<file path="src/rtl/pipe_stage_reg.sv">
// Valid/ready pipeline stage register with flush and bubble insertion.
// Define PIPE_STAGE_SKID_EN for a second (skid) entry and a registered in_ready.
module pipe_stage_reg #(
  parameter int unsigned       DATA_W     = 32,
  parameter int unsigned       CTRL_W     = 8,
  parameter logic [DATA_W-1:0] RESET_DATA = '0
) (
  input  logic              clk,
  input  logic              reset,
  input  logic              flush,
  input  logic              in_valid,
  output logic              in_ready,
  input  logic [DATA_W-1:0] in_data,
  input  logic [CTRL_W-1:0] in_ctrl,
  output logic              out_valid,
  input  logic              out_ready,
  output logic [DATA_W-1:0] out_data,
  output logic [CTRL_W-1:0] out_ctrl,
  output logic [1:0]        occupancy
);

  // Encodings equal the number of held entries, so occupancy is the state itself.
`ifdef PIPE_STAGE_SKID_EN
  typedef enum logic [1:0] {EMPTY = 2'd0, ONE = 2'd1, TWO = 2'd2} state_e;
`else
  typedef enum logic [1:0] {EMPTY = 2'd0, ONE = 2'd1} state_e;
`endif

  state_e            state_q, state_d;
  logic [DATA_W-1:0] main_data_q, main_data_d;
  logic [CTRL_W-1:0] main_ctrl_q, main_ctrl_d;
  logic              push, pop;
`ifdef PIPE_STAGE_SKID_EN
  logic [DATA_W-1:0] skid_data_q, skid_data_d;
  logic [CTRL_W-1:0] skid_ctrl_q, skid_ctrl_d;
  logic              in_ready_q, in_ready_d;
`endif

  always_ff @(posedge clk or posedge reset) begin
    if (reset) begin
      state_q     <= EMPTY;
      main_data_q <= RESET_DATA;
      main_ctrl_q <= '0;
`ifdef PIPE_STAGE_SKID_EN
      skid_data_q <= '0;
      skid_ctrl_q <= '0;
      in_ready_q  <= 1'b0;
`endif
    end else begin
      state_q     <= state_d;
      main_data_q <= main_data_d;
      main_ctrl_q <= main_ctrl_d;
`ifdef PIPE_STAGE_SKID_EN
      skid_data_q <= skid_data_d;
      skid_ctrl_q <= skid_ctrl_d;
      in_ready_q  <= in_ready_d;
`endif
    end
  end

  always_comb begin
    push        = in_valid & in_ready;
    pop         = out_valid & out_ready;
    state_d     = state_q;
    main_data_d = main_data_q;
    main_ctrl_d = main_ctrl_q;
`ifdef PIPE_STAGE_SKID_EN
    skid_data_d = skid_data_q;
    skid_ctrl_d = skid_ctrl_q;
`endif
    case (state_q)
      EMPTY: begin
        if (push) begin
          state_d     = ONE;
          main_data_d = in_data;
          main_ctrl_d = in_ctrl;
        end
      end
      ONE: begin
        if (push && pop) begin
          main_data_d = in_data;
          main_ctrl_d = in_ctrl;
        end else if (pop) begin
          state_d = EMPTY;
`ifdef PIPE_STAGE_SKID_EN
        end else if (push) begin
          state_d     = TWO;
          skid_data_d = in_data;
          skid_ctrl_d = in_ctrl;
`endif
        end
      end
`ifdef PIPE_STAGE_SKID_EN
      TWO: begin
        if (pop) begin
          state_d     = ONE;
          main_data_d = skid_data_q;
          main_ctrl_d = skid_ctrl_q;
        end
      end
`endif
      default: state_d = EMPTY;
    endcase
    // Flush squashes every entry and any concurrent input; payload is left untouched.
    if (flush) begin
      state_d     = EMPTY;
      main_data_d = main_data_q;
      main_ctrl_d = '0;
    end
`ifdef PIPE_STAGE_SKID_EN
    in_ready_d = (state_d != TWO);
`endif
  end

  always_comb begin
    out_valid = (state_q != EMPTY);
    out_data  = main_data_q;
    out_ctrl  = out_valid ? main_ctrl_q : '0;
    occupancy = state_q;
`ifdef PIPE_STAGE_SKID_EN
    in_ready  = in_ready_q;
`else
    in_ready  = ~reset & (out_ready | ~out_valid);
`endif
  end

endmodule

</file>
<file path="config.mk">
export PLATFORM = sky130hd
export DESIGN_NAME = pipe_stage_reg
export DESIGN_NICKNAME = d
export VERILOG_FILES = /design/src/rtl/pipe_stage_reg.sv
export SDC_FILE = /design/constraint.sdc
export NUM_CORES = 1
export LEC_CHECK = 0
export CORE_MARGIN = 3
export CORE_UTILIZATION = 40
export CTS_CLUSTER_DIAMETER = 100
export DETAILED_ROUTE_END_ITERATION = 10
export MAX_ROUTING_LAYER = met4
export PLACE_DENSITY = 0.83
export SKIP_CTS_REPAIR_TIMING = 1
export SLEW_MARGIN = 20
export SYNTH_ARGS = -nofsm -noshare
export SYNTH_HDL_FRONTEND = slang
export SYNTH_SLANG_ARGS = --single-unit
</file>
<file path="constraint.sdc">
create_clock -name clk -period 4.01 [get_ports clk]
set_input_delay 0.802 -clock clk [delete_from_list [all_inputs] [get_ports clk]]
set_output_delay 0.802 -clock clk [all_outputs]
set_load 0.05 [all_outputs]
</file>
==> flow_summary.json <==
{
  "timing_max_transition_violations_final": 0,
  "vias_per_cell": 4.88,
  "portion_of_the_post_synthesis_area_used_by_sequential_elements_pct": 62.7,
  "power_density_nw_per_um2": 527,
  "final.fill_count": 255,
  "rr_endpoint": "out_data[10]$_DFFE_PP0P_",
  "clock_tree.htree_level_count": 2,
  "run_status": "completed",
  "cts.reportedPaths.clkPinSlew_ps": 70,
  "criticalPathCategory": "in -> out",
  "synthesis.area_sq_um": 1640,
  "cap_violations": 0,
  "overall_global_routing_usage_pct": 16.9,
  "route.vias.total": 1181,
  "cellLeakagePower_uw": 0.00110,
  "gp_congestion": 0.725,
  "timing.hold.worst_path_depth": 1,
  "worst_hold_launch": "out_data[7]$_DFFE_PP0P_",
  "die_w_microns": 69.9,
  "worstPathMaxFanout": 2,
  "postSynth.topFlopCell": "sky130_fd_sc_hd__dfrtp_1",
  "layout.area.seq_sq_um": 1030,
  "die_height_microns": 69.9,
  "average_wire_per_standard_cell_microns": 15.8,
  "whs_ps": 486,
  "io_buffers": 87,
  "post_synth_main_area_contributors": "sky130_fd_sc_hd__dfrtp_1 (63%), sky130_fd_sc_hd__mux2_2 (21%), sky130_fd_sc_hd__a22o_1 (4.3%)",
  "cts.root.buffer_cell": "sky130_fd_sc_hd__clkbuf_8",
  "critical_path_required_ps": 3210,
  "yosys.cell_count.top_type": "sky130_fd_sc_hd__dfrtp_1",
  "period_share_pct": 76.5,
  "clock_tree_from_tritoncts": "yes",
  "floorplan.die_area_sq_um": 4890,
  "yosys-top-cells-count": "sky130_fd_sc_hd__dfrtp_1 (41), sky130_fd_sc_hd__mux2_2 (30), sky130_fd_sc_hd__a22o_1 (8), sky130_fd_sc_hd__and2_1 (8), sky130_fd_sc_hd__buf_6 (4)",
  "final_net_count": 238,
  "drt_pass1_iterations": 3,
  "synth.ff_latch_count": 41,
  "tritoncts.num_buffers": 5,
  "hold_path.class": "reg -> reg",
  "syn_area_per_cell_sq_um": 15.9,
  "placement_rows": 22,
  "floorplan.core_area_sq_um": 3800,
  "finClkSkew_ps": 6.85,
  "nets_in_the_synthesized_netlist": 148,
  "dp.final_hpwl_mm": 2.89,
  "first_global_vias": 1312,
  "max_freq_ghz": 0.326,
  "grt_pass1_wl_mm": 6.29,
  "synth_area_in_simple_gates_pct": 5.97,
  "irDropWorstVdd_mv": 0.284,
  "r2r_slack_ps": 2130,
  "area_share_of_the_leading_cell_type_in_the_synthesized_netlist_pct": 62.7,
  "max_slew.worst_pin.slew_ps": 738,
  "share_of_final_layout_standard_cells_stronger_than_drive_strength_1_pct": 21.1,
  "min_to": "out_data[7]$_DFFE_PP0P_",
  "dominant_combinational_cell_family_by_area_after_synthesis": "multiplexers",
  "yosysWarnings": 0,
  "initial_utilization_pct": 43.1,
  "max_slew_margin_pct": 50.5,
  "multi_input_area_sq_um": 546,
  "clockBufferDepth": 2,
  "cts_sinks": 41,
  "largest_net_degree_at_the_start_of_global_routing": 42,
  "crit-reg2reg-launch": "occupancy[0]$_DFFE_PP0P_",
  "placed_cell_area_sq_um": 2520,
  "clkLatencyLatePin_ps": 280,
  "ys_async_sr_fraction_pct": 100,
  "grt_setup_unrepaired": "false",
  "yosys.area_share.xor_xnor_pct": 0,
  "antenna_diode_count": 0,
  "netlist.top_cell.by_area": "sky130_fd_sc_hd__dfrtp_1",
  "endpoint_kind": "output port",
  "synthAdderAreaFrac_pct": 0,
  "setup_violations_final": 0,
  "finalWorstPathRequiredPeriod_ps": 3070,
  "num_io_pins": 89,
  "final_design_area_no_fill_sq_um": 2640,
  "antenna_left": 0,
  "number_of_flops_mapped_to_enable_cells_by_yosys": 0,
  "drc": 0,
  "setup-tns-final_ps": 0,
  "r2r.worst_path.cells": 4,
  "antenna_found_initial": 0,
  "grt_remaining_overflow": 0,
  "final_core_utilization_pct": 69.4,
  "synth.distinct_cells": 15,
  "yosys-mux-area-fraction_pct": 22.0,
  "synthCells": 103,
  "layout-area-overhead-vs-synth_pct": 61.3,
  "detailedRoute.firstIterationViolations": 46,
  "wl_mm": 3.82,
  "start_kind": "input port",
  "finalHoldViolations": 0,
  "worstPathArrival_ps": 2260,
  "synth_compound_area_share_pct": 5.13
}
==> critical path: stages <==
cell	delay (ps)
sky130_fd_sc_hd__clkdlybuf4s50_1	510
sky130_fd_sc_hd__nor2b_4	60
sky130_fd_sc_hd__nor2_1	80
sky130_fd_sc_hd__clkdlybuf4s50_1	810
==> cells in the final DEF, fill, tap and decap left out <==
cell                              count
sky130_fd_sc_hd__dfrtp_1             41
sky130_fd_sc_hd__and2_1               8
sky130_fd_sc_hd__clkbuf_8             6
sky130_fd_sc_hd__clkdlybuf4s50_1     87
sky130_fd_sc_hd__conb_1               1
sky130_fd_sc_hd__a31oi_1              1
sky130_fd_sc_hd__nor4b_4              1
sky130_fd_sc_hd__inv_1                1
sky130_fd_sc_hd__nand2b_1             1
sky130_fd_sc_hd__a22o_1               8
sky130_fd_sc_hd__buf_4                2
sky130_fd_sc_hd__nor2b_4              1
sky130_fd_sc_hd__mux2_1               2
sky130_fd_sc_hd__bufinv_16            1
sky130_fd_sc_hd__mux2_2              30
sky130_fd_sc_hd__clkbuf_1             1
sky130_fd_sc_hd__nor2_1               1
sky130_fd_sc_hd__o21bai_1             1
==> flip-flops by register name, indices dropped and copies added (netlist names) <==
signal,flops
main_ctrl_q,8
out_data,32
occupancy,1
==> worst max-delay path by stage <==
stage                         start                          to  slack [ps]  cells after the start
after CTS                 out_ready                    in_ready         940                      4
final                     out_ready                    in_ready         940                      4
after floorplan               reset  main_ctrl_q[0]$_DFFE_PP0P_        1530                      3
after global placement    out_ready                    in_ready         940                      4
after detailed placement  out_ready                    in_ready         940                      4
after global routing      out_ready                    in_ready         900                      4
==> power breakdown <==
part           internal (uW)  switching [uW]  leakage [uW]
Combinational            207             326      0.000541
Clock                    203             133     0.0000585
Sequential               484            37.4      0.000501
Total                    894             496       0.00110
==> stage by stage <==
step / total power (uW) / cells / setup slack [ps]
finish: 1390 / 242 / 944
global route: 1450 / 242 / 895
CTS: 1400 / 242 / 938
detailed placement: 1070 / 234 / 944
global placement: 1050 / 234 / 939
floorplan: 858 / 103 / 1530
==> metal layers <==
layer | share of wire (%) | vias up | global-route usage, %
met5 | 0 | - | -
met4 | 1.8 | 0 | 7.02
met3 | 7.7 | 5 | 5.04
met1 | 39 | 583 | 20.4
met2 | 51 | 53 | 26.5
li1 | - | 540 | -
==> area by class of cell <==
cell class	count	share of cell area, %
Clock buffer	7	3.27
Inverter	1	0.142
Clock inverter	1	1.14
Multi-Input combinational cell	55	20.7
Tap cell	48	2.28
Timing Repair Buffer	89	33.6
Sequential cell	41	38.9
==> logic make-up (layout without fill, tap and decap cells) <==
group / after synthesis / after routing
buffers and inverters: 7 / 98
other: 1 / 1
and+or+nand+nor: 12 / 12
DFF: 41 / 41
muxes: 32 / 32
AOI/OAI and AO/OA: 10 / 10
Note: power is estimated with default switching activity, not from simulation.
